### config.mk
export PLATFORM = sky130hd
export DESIGN_NAME = opb_single_master
export DESIGN_NICKNAME = d
export VERILOG_FILES = /design/src/rtl/opb_single_master.sv
export SDC_FILE = /design/constraint.sdc
export NUM_CORES = 1
export LEC_CHECK = 0
export CELL_PAD_IN_SITES_DETAIL_PLACEMENT = 0
export CELL_PAD_IN_SITES_GLOBAL_PLACEMENT = 2
export CORE_MARGIN = 2
export CORE_UTILIZATION = 33
export DETAILED_ROUTE_END_ITERATION = 8
export GPL_ROUTABILITY_DRIVEN = 0
export GPL_TIMING_DRIVEN = 0
export PLACE_DENSITY_LB_ADDON = 0.1
export SETUP_SLACK_MARGIN = 0.02
export SLEW_MARGIN = 0
export SYNTH_ARGS = -nofsm -noshare
export SYNTH_HDL_FRONTEND = slang
export SYNTH_SLANG_ARGS = --single-unit
### constraint.sdc
create_clock -name OPB_Clk -period 11.52 [get_ports OPB_Clk]
set_input_delay 1.728 -clock OPB_Clk [delete_from_list [all_inputs] [get_ports OPB_Clk]]
set_output_delay 1.728 -clock OPB_Clk [all_outputs]
set_load 0.005 [all_outputs]
### src/rtl/opb_single_master.sv
// Single-beat OPB master: one valid/ready command -> one OPB transaction -> one valid/ready response.
// Define OPB_MASTER_TIMEOUT_EN to build the XFER timeout counter (TIMEOUT status).
module opb_single_master #(
  parameter int unsigned C_TIMEOUT_CYCLES = 16,
  parameter int unsigned C_MAX_RETRIES    = 8
) (
  input  logic        OPB_Clk,
  input  logic        OPB_Rst,
  output logic        M_request,
  output logic        M_select,
  output logic        M_RNW,
  output logic [0:31] M_ABus,
  output logic [0:3]  M_BE,
  output logic [0:31] M_DBus,
  output logic        M_seqAddr,
  input  logic        OPB_MGrant,
  input  logic [0:31] OPB_DBus,
  input  logic        OPB_xferAck,
  input  logic        OPB_errAck,
  input  logic        OPB_retry,
  input  logic        OPB_toutSup,
  input  logic        cmd_valid,
  output logic        cmd_ready,
  input  logic        cmd_rnw,
  input  logic [31:0] cmd_addr,
  input  logic [3:0]  cmd_be,
  input  logic [31:0] cmd_wdata,
  output logic        rsp_valid,
  input  logic        rsp_ready,
  output logic [1:0]  rsp_status,
  output logic [31:0] rsp_rdata
);

  typedef enum logic [1:0] {IDLE, REQ, XFER, RESP} state_t;

  localparam logic [1:0] STS_OK      = 2'd0;
  localparam logic [1:0] STS_ERR     = 2'd1;
  localparam logic [1:0] STS_TIMEOUT = 2'd2;
  localparam logic [1:0] STS_RETRY   = 2'd3;

  state_t      state, state_nxt;
  logic        rnw_q;
  logic [31:0] addr_q, wdata_q;
  logic [3:0]  be_q;
  logic [7:0]  retry_cnt, retry_cnt_nxt;
  logic [1:0]  status_nxt;
  logic [31:0] rdata_nxt;
  logic        accept;
  logic        tout_hit;

  logic        request_d, select_d, rnw_d, cmd_ready_d, rsp_valid_d;
  logic [31:0] abus_d, dbus_d;
  logic [3:0]  be_d;

  // Bus-side order is bit 0 = MSB, so plain vector assignment keeps the numeric value.
  assign M_seqAddr = 1'b0;
  assign accept    = cmd_valid && cmd_ready;

`ifdef OPB_MASTER_TIMEOUT_EN
  logic [7:0] tout_cnt;

  assign tout_hit = !OPB_toutSup && (tout_cnt == 8'(C_TIMEOUT_CYCLES - 1));

  always_ff @(posedge OPB_Clk or posedge OPB_Rst) begin
    if (OPB_Rst)                                tout_cnt <= '0;
    else if (state != XFER && state_nxt == XFER) tout_cnt <= '0;
    else if (state == XFER && !OPB_toutSup)      tout_cnt <= tout_cnt + 8'd1;
  end
`else
  logic unused_tout;

  assign tout_hit    = 1'b0;
  assign unused_tout = ^{OPB_toutSup, 8'(C_TIMEOUT_CYCLES)};
`endif

  // NOTE: sequential state uses non-blocking assignments so every flop samples pre-edge values.
  always_ff @(posedge OPB_Clk or posedge OPB_Rst) begin
    if (OPB_Rst) begin
      state      <= IDLE;
      retry_cnt  <= '0;
      rnw_q      <= 1'b0;
      addr_q     <= '0;
      be_q       <= '0;
      wdata_q    <= '0;
      M_request  <= 1'b0;
      M_select   <= 1'b0;
      M_RNW      <= 1'b0;
      M_ABus     <= '0;
      M_BE       <= '0;
      M_DBus     <= '0;
      cmd_ready  <= 1'b0;
      rsp_valid  <= 1'b0;
      rsp_status <= '0;
      rsp_rdata  <= '0;
    end else begin
      state      <= state_nxt;
      retry_cnt  <= retry_cnt_nxt;
      if (accept) begin
        rnw_q   <= cmd_rnw;
        addr_q  <= cmd_addr;
        be_q    <= cmd_be;
        wdata_q <= cmd_wdata;
      end
      M_request  <= request_d;
      M_select   <= select_d;
      M_RNW      <= rnw_d;
      M_ABus     <= abus_d;
      M_BE       <= be_d;
      M_DBus     <= dbus_d;
      cmd_ready  <= cmd_ready_d;
      rsp_valid  <= rsp_valid_d;
      rsp_status <= status_nxt;
      rsp_rdata  <= rdata_nxt;
    end
  end

  // NOTE: every combinational output gets a default first so no latch can be inferred.
  always_comb begin
    state_nxt     = state;
    retry_cnt_nxt = retry_cnt;
    status_nxt    = rsp_status;
    rdata_nxt     = rsp_rdata;
    case (state)
      IDLE: if (accept) begin
        state_nxt     = REQ;
        retry_cnt_nxt = '0;
      end
      REQ: if (OPB_MGrant) state_nxt = XFER;
      XFER: begin
        if (OPB_xferAck && OPB_errAck) begin
          state_nxt  = RESP;
          status_nxt = STS_ERR;
          rdata_nxt  = '0;
        end else if (OPB_xferAck) begin
          state_nxt  = RESP;
          status_nxt = STS_OK;
          rdata_nxt  = rnw_q ? OPB_DBus : 32'h0;
        end else if (OPB_retry) begin
          retry_cnt_nxt = retry_cnt + 8'd1;
          if (retry_cnt + 8'd1 == 8'(C_MAX_RETRIES)) begin
            state_nxt  = RESP;
            status_nxt = STS_RETRY;
            rdata_nxt  = '0;
          end else begin
            state_nxt = REQ;
          end
        end else if (tout_hit) begin
          state_nxt  = RESP;
          status_nxt = STS_TIMEOUT;
          rdata_nxt  = '0;
        end
      end
      RESP: if (rsp_valid && rsp_ready) state_nxt = IDLE;
      default: state_nxt = IDLE;
    endcase
  end

  // Outputs are decoded from the next state and registered, so none follows an OPB input combinationally.
  always_comb begin
    request_d   = (state_nxt == REQ);
    select_d    = (state_nxt == XFER);
    cmd_ready_d = (state_nxt == IDLE);
    rsp_valid_d = (state_nxt == RESP);
    rnw_d       = select_d && rnw_q;
    abus_d      = select_d ? addr_q : 32'h0;
    be_d        = select_d ? be_q : 4'h0;
    dbus_d      = (select_d && !rnw_q) ? wdata_q : 32'h0;
  end

endmodule

* After elaboration in Yosys (flattened, before gate mapping)
Index checks and enable logic that the tools add are counted.
** Word-level totals
- Register bits :: 186
- Input bits :: 110
- Output and inout bits :: 108
- Logic and storage cells :: 66
** Cells by class
- Add/subtract/negate cells :: 1
- Equality and inequality tests :: 11
- Muxes and demuxes :: 25
- Reductions and logical operators :: 13
** Operators with widths (number)
- 32-bit 2-to-1 mux :: 7
- 8-bit 2-to-1 mux :: 4
- 2-bit 2-to-1 mux :: 11
- 8-bit case mux with 2 select lines :: 1
- 8-bit by 1-bit adder with 8-bit output, second input constant :: 1
- 2-bit == test, second input constant :: 4
- 8-bit by 4-bit == test with 1-bit output, second input constant :: 1
- 2-bit != test, second input constant :: 4
- 2-bit case mux with 4 select lines :: 1
- 3-bit nonzero test :: 2
- 1-bit logical AND :: 5
- 5-bit AND reduction :: 1
- 2-bit by 1-bit == test with 1-bit output, second input constant :: 2
- 2-bit zero test :: 2
- 4-bit 2-to-1 mux :: 1
- 3-bit AND reduction :: 1
- 2-bit nonzero test :: 1
- 1-bit zero test :: 1

* Logic depth before layout (Yosys ltp)
- Depth in word-level cells :: 10
- Depth in mapped cells :: 7
- Mapped depth without buffers :: 6

* Worst setup path before layout
No wires, ideal clock.
- Path kind :: input-to-reg
- From :: input OPB_retry
- To :: register rsp_rdata[0]
- Library setup time :: 121 ps
- Arrival time :: 2646 ps
- Data required time :: 11399 ps
- Setup slack :: 8753 ps
- Stages :: 5
- Buffers on the path :: 1
- Path through :: nand3b_1 -> a2111oi_4 -> a21oi_2 -> buf_6 -> a22o_1
** Between the ends
- Word-level cells in the longest chain between the ends :: 2
** Ends and longest elaborated chain
- start, declared :: RTL line 20 : input logic OPB_retry,
- 3-bit nonzero test (no source line)
- 3-bit AND reduction (no source line)
- end signal, assigned :: RTL line 113 : rsp_rdata <= rdata_nxt;
- end, declared :: RTL line 31 : output logic [31:0] rsp_rdata
Every way passes these cells.
A chain may end at the register's enable or synchronous reset.

* Final worst setup path
- From :: input OPB_xferAck
- To :: register M_ABus[14] in the netlist's numbering
** Between the ends
- Word-level cells in the longest chain between the ends :: 5
- Elaborated cells on any way between the ends :: 6
- Those cells by class :: eq/ne: 1; mux: 4; reduce/logical: 1
** Ends and longest elaborated chain
- start, declared :: RTL line 18 : input logic OPB_xferAck,
- 2-bit 2-to-1 mux or 1-bit logical AND (tied branches) :: RTL line 134, 130
- 2-bit 2-to-1 mux (*) :: RTL line 130 : if (OPB_xferAck && OPB_errAck) begin
- 2-bit case mux with 4 select lines (*) :: RTL line 123 : case (state)
- 2-bit == test (*) :: RTL line 161 : select_d = (state_nxt == XFER);
- 32-bit 2-to-1 mux (*) :: RTL line 165 : abus_d = select_d ? addr_q : 32'h0;
- via abus_d[17] :: RTL line 52 : logic [31:0] abus_d, dbus_d;
- end signal, assigned :: RTL line 107 : M_ABus <= abus_d;
- end, declared :: RTL line 12 : output logic [0:31] M_ABus,
Mark *: on every way through the listed nets, which the timed path passes. The rest lies on a longest branch.

==> results.cfg <==
[synth]
yosys_top_cell_by_area = dfrtp_1
synth_common_cells = dfrtp_1 (186), and2_1 (70), mux2_2 (69)
synth.most_common_cell = dfrtp_1
synth_async_sr_flop_share_pct = 100.0
seq_area_frac_synth_pct = 69.06
synthesis.yosys.warnings = 0
ys_ff_latch = 186
yosysUniqueCellTypes = 39
postSynthCellCount = 455
post_synthesis_net_count = 567
syn_avg_cell_area_um2 = 14.81
synth_area_um2 = 6740
netlist_top_cells_area = dfrtp_1 (69%), mux2_2 (12%), and2_1 (6.5%), a22o_1 (4.4%), o21ai_0 (1.0%)
synth-edff-count = 0
yosysTopAreaCellShare_pct = 69.06
ys.flop_type = dfrtp_1

[critical_path]
crit_path_max_incr_delay_ns = 0.51
crit_path_cell_trace = clkdlybuf4s50_1, nor3_1, nand2_1, o21ai_0, clkbuf_1, clkbuf_1, and2_1
setup.worst_path.start_class = primary input
worst_r2r_path_depth = 6
cp_slowest_cell = clkdlybuf4s50_1
worstPathRequired_ns = 11.87
type_of_the_worst_setup_path = primary input to register
critical_path.most_common_cell = clkbuf_1
cp.arrival_ns = 3.86
worstSetupEndpointType = register
crit_fanout = 10

[timing]
finalSetupViolCount = 0
grt_setup_unrepaired = no
hold_slack_ns = 0.4708
report.final.slew_viol_count = 0
hold_viol_final = 0
worstMarginPinSlew_ns = 0.6977
final.period_utilization_pct = 30.48
timing.final.crit_period_ns = 3.511
worst_clock_skew_ns = 0.009375
worst_max_slew_margin_expressed_relative_to_the_limit_pct = 53.27
fmax_mhz = 284.8
totalNegativeSetupSlack_ns = 0

[detailed_routing]
drt_first_pass_iters = 4
drc = 0
aggregate_routed_wire_length_um = 15780
detail_route.wl_per_cell_um = 16.21
routed-via-count = 4328
drtIter0Drc = 152
vias_per_cell = 4.448
drt.antenna.violating_nets = 0

[global_routing]
grt_pass1_wl_um = 25760
pin_count_of_the_biggest_net_entering_global_routing = 113
grt_antenna_before_repair = 0
grt_pass1_vias = 4637
global_route_usage_sum_pct = 15.20
grt.overflow.total = 0

[placement]
post-dp-hpwl_um = 11090
placement.cell_area_um2 = 9265
placement.io_buffers = 215
place_inst = 941

[floorplan]
chipHeight_um = 146.9
total_core_area_um2 = 20170
initial_core_util_pct = 33.42
dieArea_um2 = 21580
ioPinCount = 218
die-width_um = 146.9
fp-row-count = 52

[pwr]
vdd_ir_drop_max_uv = 91.93
power_density_of_the_placed_cells_nw_per_um2 = 229.1
total_leakage_power_nw = 4.336

[run_status]
run_status = complete, no violations

[cts]
cts-root-buf = clkbuf_16
numCtsBuffers = 17
tritoncts_clock_tree = yes
tritoncts_num_sinks = 186
post_cts_repair_resize_count = 0
cts.htree.levels = 4
worst_skew_pair.late_latency_ns = 0.42
cts_post_setup_buffers_inserted = 0
clk_path_buf_depth = 2
cts_hold_repair.buffers = 0
worst_setup_hold_path_clk_slew_ns = 0.07

[final_layout]
syn2layout_area_growth_pct = 46.26
non_filler_instance_count_after_layout = 973
layout.nets = 802
fillers = 1789
share_of_final_layout_standard_cells_stronger_than_drive_strength_1_pct = 15.93
antenna-diode-count = 0
utilization_pct = 48.88
postLayoutCellArea_um2 = 9858

[flow_run]
cap_viol_max_count = 0

[min_path]
worstHoldPathType = register to register
hold-path-cell-count = 1
==> worst max-delay path, delay by kind of cell <==
| family | cells | cell delay, ns |
|---|---|---|
| AND/OR/NAND/NOR | 3 | 0.49 |
| AO/OA/AOI/OAI | 1 | 0.27 |
| buffers and inverters | 3 | 1.37 |
==> logic make-up after synthesis <==
group | count (synthesis) | synth area share, %
AOI/OAI and AO/OA | 62 | 7.314
buffers and inverters | 27 | 1.894
xor gates and xnor gates | 4 | 0.5199
muxes | 69 | 11.53
and+or+nand+nor | 104 | 9.263
adders and majority gates | 2 | 0.3712
other | 1 | 0.05564
DFF | 186 | 69.06
==> metal layers <==
| metal | global-route usage, % | part of all wire [%] | vias to the layer above |
|---|---|---|---|
| li1 | - | - | 2037 |
| met1 | 18.73 | 41 | 2174 |
| met2 | 25.59 | 51 | 108 |
| met3 | 5.839 | 6.7 | 9 |
| met4 | 3.317 | 0.81 | 0 |
| met5 | 0 | 0 | - |
==> placed cells by master, fill, tap and decap left out, types with 2 or more instances in the layout <==
cell,count
buf_6,3
nor2_1,6
clkbuf_16,17
dfrtp_1,186
nand2_1,8
nand3_1,2
ha_1,2
clkinvlp_4,3
nor3_1,2
nor2b_1,2
clkdlybuf4s50_1,215
nand2b_1,2
and3_1,2
a31oi_1,3
a22o_1,34
clkbuf_1,16
o21ai_0,14
nand4_1,2
xnor2_1,3
buf_1,5
nand3b_1,2
and2_1,70
a21oi_1,3
inv_6,4
mux2_2,69
inv_8,5
==> power breakdown <==
| part | total, mW | leakage (nW) | switching (mW) | internal [mW] |
|---|---|---|---|---|
| clock | 0.585 | 0.284 | 0.270 | 0.314 |
| combinational | 0.673 | 1.64 | 0.241 | 0.432 |
| sequential | 1.00 | 2.41 | 0.106 | 0.895 |
| total | 2.26 | 4.34 | 0.617 | 1.64 |
==> worst paths after layout <==
check,to,slack [ns],start
max in group asynchronous,M_BE[0],8.83,OPB_Rst
worst max register to register,M_ABus[14],9.16,state[0]
min in group asynchronous,wdata_q[22],1.76,OPB_Rst
worst min register to register,M_DBus[27],0.47,wdata_q[4]
worst max-delay path,M_ABus[14],8.01,OPB_xferAck
worst min-delay path,M_DBus[27],0.47,wdata_q[4]
==> flip-flops by register name, summed over array words and instances, names as in the netlist, 2 cells and up <==
name / flops
M_ABus: 32
retry_cnt: 8
wdata_q: 32
be_q: 4
state: 2
addr_q: 32
rsp_status: 2
M_BE: 4
M_DBus: 32
rsp_rdata: 32
==> cell type report <==
cell class                 instances  area (um2)  share of cell area [%]
timing repair buffer             216        2180                   22.11
multi-input combinational        242        1958                   19.86
clock inverter                    14       153.9                   1.561
tap                              270       337.8                   3.427
sequential                       186        4654                   47.21
buffer                            25       120.1                   1.218
clock buffer                      18       439.2                   4.455
inverter                           2       15.01                  0.1523
==> metrics by stage <==
step                total power, mW  setup slack [ns]
finish                        2.259             8.009
global placement              1.678             2.320
detailed placement            1.700             7.471
floorplan                     1.328             4.735
CTS                           2.299             7.907
global route                  2.406             7.751
(Power assumes the default switching activity.)
==> RTL edit 1 (config.mk and constraints unchanged) <==
The option `OPB_MASTER_TIMEOUT_EN` is turned on by a define.
--- a/src/rtl/opb_single_master.sv
+++ b/src/rtl/opb_single_master.sv
@@ -1,5 +1,7 @@
 // Single-beat OPB master: one valid/ready command -> one OPB transaction -> one valid/ready response.
 // Define OPB_MASTER_TIMEOUT_EN to build the XFER timeout counter (TIMEOUT status).
+`define OPB_MASTER_TIMEOUT_EN
+
 module opb_single_master #(
   parameter int unsigned C_TIMEOUT_CYCLES = 16,
   parameter int unsigned C_MAX_RETRIES    = 8
Function: no difference found for any inputs over 4 cycles, from zero or initial values and one cycle with OPB_Rst high; that may be too few to reach the edited logic, so the function may still have changed.
==> RTL edit 1 against the original RTL <==
- synthesized area is 7.1% higher
- critical path depth is 2 lower
- cell area grew 4.9%
- total power up 8.8%
- routed wire length is 7.1% higher
- clock skew about the same
- sequential power up 8%
- sequential cell count grew 8
- setup slack got worse by 0.15 ns
- largest cell class unchanged
- highest routed layer unchanged
==> RTL edit 1: results (changes against the original RTL) <==
| Metric | Value |
|---|---|
| CP Launch Type | input pin (unchanged) |
| Synth top cells by count | dfrtp_1, and2_1, mux2_2 (unchanged) |
| CTS buffer count | 17 (unchanged) |
| Slew Viols, Final | 0 (unchanged) |
| CTS HTree Levels | 4 (unchanged) |
| Largest net degree at the start of global routing | 111 (was 113) |
| Vias in the first global route | 5,003 (was 4,637) |
| WL met1 | 7.29 mm (was 6.52 mm) |
| Antenna violations before repair | 1 (was 0) |
| DPL Wire Length | 11.9 mm (was 11.1 mm) |
| Layout Skew | 0.00959 ns (was 0.00937 ns) |
| First-pass GRT wire length | 27.5 mm (was 25.8 mm) |
| Seq/Total Area, Yosys | 67.3% (was 69.1%) |
| Highest Signal Layer | met4 (unchanged) |
| # fillers | 1,921 (was 1,789) |
| Synth area leaders | dfrtp_1, mux2_2, and2_1 (unchanged) |
| Post_cts resized | 0 (unchanged) |
| Drt first pass iters | 4 (unchanged) |
| Synth Instances | 508 (was 455) |
| Reg-to-reg startpoint | retry_cnt[0] (was state[0]) |
| Via count | 4,786 (was 4,328) |
| Maximum vdd drop | 0.110 mV (was 0.0919 mV) |
| Syn. warnings | 0 (unchanged) |
| Setup bufs post-CTS | 0 (unchanged) |
| Vias per std cell | 4.61 (was 4.45) |
| Critical path data arrival time | 3.97 ns (was 3.86 ns) |
| Syn nets | 621 (was 567) |
| CTS Hold Buffers Added | 0 (unchanged) |
| Routed WL | 16.9 mm (was 15.8 mm) |
| Hold Startpoint | wdata_q[0] (was wdata_q[4]) |
| Sw Share | 28.2% (was 27.3%) |
| Port buffer count | 216 (was 215) |
| Initial DRC Count | 150 (was 152) |
| Crit. Startpoint | cmd_valid (was OPB_xferAck) |
| Nets | 857 (was 802) |
| Worst Hold Class | reg2reg (unchanged) |
| Synth cell types | 45 (was 39) |
| Root buffer selected by CTS | clkbuf_16 (unchanged) |
| Post-synth ARST share | 100% (unchanged) |
| Cell count of the worst reg-to-reg path | 7 (was 6) |
| Slowest Stage Delay on Critical Path | 0.52 ns |
| Slew margin rel. | 53.5% (was 53.3%) |
| WL met3 | 1.22 mm (was 1.06 mm) |
| Status | finished, final reports clean (unchanged) |
| Max Root-Sink Buffers | 2 (unchanged) |
| Clk_lat worst skew | 0.43 ns |
| Share of layout cells above drive strength 1 | 15.5% (was 15.9%) |
| Gr usage total | 15.0% (was 15.2%) |
| Crit path max fanout | 10 (unchanged) |
| Crit path max-delay family | buffers and inverters (unchanged) |
| Met2 WL | 8.22 mm (was 8.07 mm) |
| Slowest CP cell | buf_1 (was clkdlybuf4s50_1) |
| LEAKAGE | 0.00452 uW (was 0.00434 uW) |
## RTL edit 1: cell count changes after synthesis, moves of 3 or more
| cell | change |
|---|---|
| a21oi_1 | +3 |
| clkbuf_1 | -5 |
| o21ai_0 | +5 |
| nand2_1 | +9 |
| dfrtp_1 | +8 |
| o31ai_1 | +3 |
| nor2_1 | +8 |
| nand3_1 | +4 |
| o41ai_1 | +5 |
| xnor2_1 | -3 |
## RTL edit 1: layout make-up
type	instances	area share [%]
sequential	194	46.9
multi-input combinational	285	21.4
timing repair buffer	217	21.2
clock buffer	19	4.28
tap	280	3.39
clock inverter	13	1.32
buffer	24	1.25
inverter	5	0.254
antenna	1	0.0242
## RTL edit 1: worst reg2reg max path, delay by kind of cell, from the launching register on
| family | cells | cell delay, ns |
|---|---|---|
| compound gates | 4 | 1.02 |
| simple gates | 1 | 0.33 |
| fa+ha+maj | 1 | 0.33 |
| buf+inv | 1 | 0.18 |
| flops | 1 | 0.46 |
## RTL edit 1: worst paths after layout
check                                endpoint  slack (ns)
worst min-delay path               M_DBus[31]        0.47
worst max-delay path                addr_q[0]        7.86
max in group asynchronous       rsp_rdata[30]        8.79
worst max register to register   rsp_rdata[6]        9.09
worst min register to register     M_DBus[31]        0.47
min in group asynchronous          M_DBus[25]        1.76
## RTL edit 1: routing by layer
metal / GRT usage (%) / up-vias
met2: 24.1 / 137
met4: 4.36 / 0
met3: 5.85 / 15
li1: - / 2242
met1: 18.7 / 2392
met5: 0 / -
## RTL edit 1: logic make-up after synthesis
family	synth area share, %
mux	11.0
flops	67.3
other cells	0.0520
compound gates	8.20
buf+inv	2.05
fa+ha+maj	0.520
simple gates	10.6
xor+xnor	0.243
## RTL edit 1: power groups by stage
stage / logic, uW / clock network (uW) / registers, uW
4_1_cts: 823 / 601 / 1080
5_1_grt: 877 / 630 / 1120
6_report: 802 / 579 / 1080
3_5_place_dp: 819 / 0 / 1090
3_3_place_gp: 806 / 0 / 1090
2_1_floorplan: 352 / 0 / 1090
## RTL edit 1: stage by stage
step / power [uW] / cell area, um^2 / worst slack, ns / utilization (%)
finish: 2460 / 10300 / 7.86 / 47.8
global route: 2620 / 10300 / 7.68 / 47.8
CTS: 2510 / 10300 / 7.80 / 47.8
detailed placement: 1910 / 9760 / 7.34 / 45.2
global placement: 1890 / 9730 / 1.97 / 45.0
floorplan: 1440 / 7220 / 4.51 / -
==> RTL edit 2 (same flow settings) <==
Made on the original files. Re-encode `state_t` (4 states) as one-hot, 4 bits wide.
--- a/src/rtl/opb_single_master.sv
+++ b/src/rtl/opb_single_master.sv
@@ -31,7 +31,7 @@
   output logic [31:0] rsp_rdata
 );
 
-  typedef enum logic [1:0] {IDLE, REQ, XFER, RESP} state_t;
+  typedef enum logic [3:0] {IDLE = 4'b0001, REQ = 4'b0010, XFER = 4'b0100, RESP = 4'b1000} state_t;
 
   localparam logic [1:0] STS_OK      = 2'd0;
   localparam logic [1:0] STS_ERR     = 2'd1;
Behaviour: same outputs for any inputs over 4 cycles, from zero or initial values and one cycle with OPB_Rst high; so few cycles prove little.
==> RTL edit 2 against the original RTL <==
- setup slack got worse by 0.17 ns
- total power decreased by 21%
- via count increased by 24%
- cell area increased by 7.8%
- global-route usage increased by 0.63 points
- sequential power decreased by 15%
- critical path depth decreased by 1
- routed wire length increased by 17%
- synthesized area increased by 11%
- critical endpoint is now M_ABus[8]
- sequential cell count increased by 2
==> RTL edit 2: results (changes against the original RTL) <==
| Metric | Value |
|---|---|
| Status | finished, final reports clean (unchanged) |
| Critical path data arrival time | 4.00 ns (was 3.86 ns) |
| Routed WL per cell | 16.5 um (was 16.2 um) |
| LEAKAGE | 0.00440 uW (was 0.00434 uW) |
| # clock sinks | 188 (was 186) |
| Maximum vdd drop | 0.0807 mV (was 0.0919 mV) |
| Synth area leaders | dfrtp_1, mux2_2, nor2b_1 (was dfrtp_1, mux2_2, and2_1) |
| Largest net degree at the start of global routing | 97 (was 113) |
| WL met1 | 7.76 mm (was 6.52 mm) |
| Seq group | 850 uW (was 1000 uW) |
| Nets | 935 (was 802) |
| Met2 WL | 8.98 mm (was 8.07 mm) |
| Met2 GRT Util | 25.6% (about the same) |
| Vias in the first global route | 5,603 (was 4,637) |
| Met3 Track Usage GR | 6.55% (was 5.84%) |
| Vias per std cell | 4.80 (was 4.45) |
| Inst Count DP | 1,090 (was 941) |
| Via count | 5,380 (was 4,328) |
| Pre-CTS WS | 7.28 ns (was 7.47 ns) |
| GRT met1 Usage | 19.5% (was 18.7%) |
| Synth cell types | 51 (was 39) |
| Layout Skew | 0.0130 ns (was 0.00937 ns) |
| First-pass GRT wire length | 29.9 mm (was 25.8 mm) |
| Tightest Pin Transition | 0.652 ns (was 0.698 ns) |
| DPL Wire Length | 13.1 mm (was 11.1 mm) |
[RTL edit 2: cell types whose count changed in the layout (fill, tap and decap cells not counted), moves of 5 or more]
cell / change
a22oi_1: +30
nor2b_1: +63
and2_1: -37
nor2_1: +6
nand2_1: +35
clkbuf_1: +12
a22o_1: -31
o41ai_1: +29
buf_2: +5
[RTL edit 2: cell type report]
class	instances	area, um^2
Fill cell	2102	11900
Clock inverter	13	144
Clock buffer	19	433
Inverter	6	30.0
Buffer	46	210
Tap cell	285	357
Timing Repair Buffer	216	2180
Sequential cell	188	4710
Multi-Input combinational cell	349	2570
[RTL edit 2: logic make-up (layout without fill, tap and decap cells)]
family,after synthesis,count (layout),synth area share [%]
AO/OA/AOI/OAI,97,97,9.65
XOR/XNOR,2,2,0.233
adder cells (fa/ha/maj),1,1,0.167
buffers and inverters,52,300,3.10
flip-flops,188,188,62.7
multiplexers,70,70,10.5
other,1,1,0.0499
AND/OR/NAND/NOR,178,178,13.7
[RTL edit 2: critical path: stages]
cell and delay, ns:
clkdlybuf4s50_1 0.70, nor3b_1 0.10, a22oi_1 0.36, clkbuf_1 0.47
clkbuf_1 0.40, and2b_1 0.24
[RTL edit 2: path summary, 6_finish.rpt]
path                                  start    endpoint  slack (ns)  cells after the start
min in group asynchronous           OPB_Rst  M_DBus[25]        1.78                      2
worst min-delay path             wdata_q[0]  M_DBus[31]        0.47                      1
max in group asynchronous           OPB_Rst    state[0]        8.76                      3
worst max-delay path            OPB_xferAck   M_ABus[8]        7.83                      6
worst max register to register     state[0]   M_ABus[8]        9.17                      6
worst min register to register   wdata_q[0]  M_DBus[31]        0.47                      1
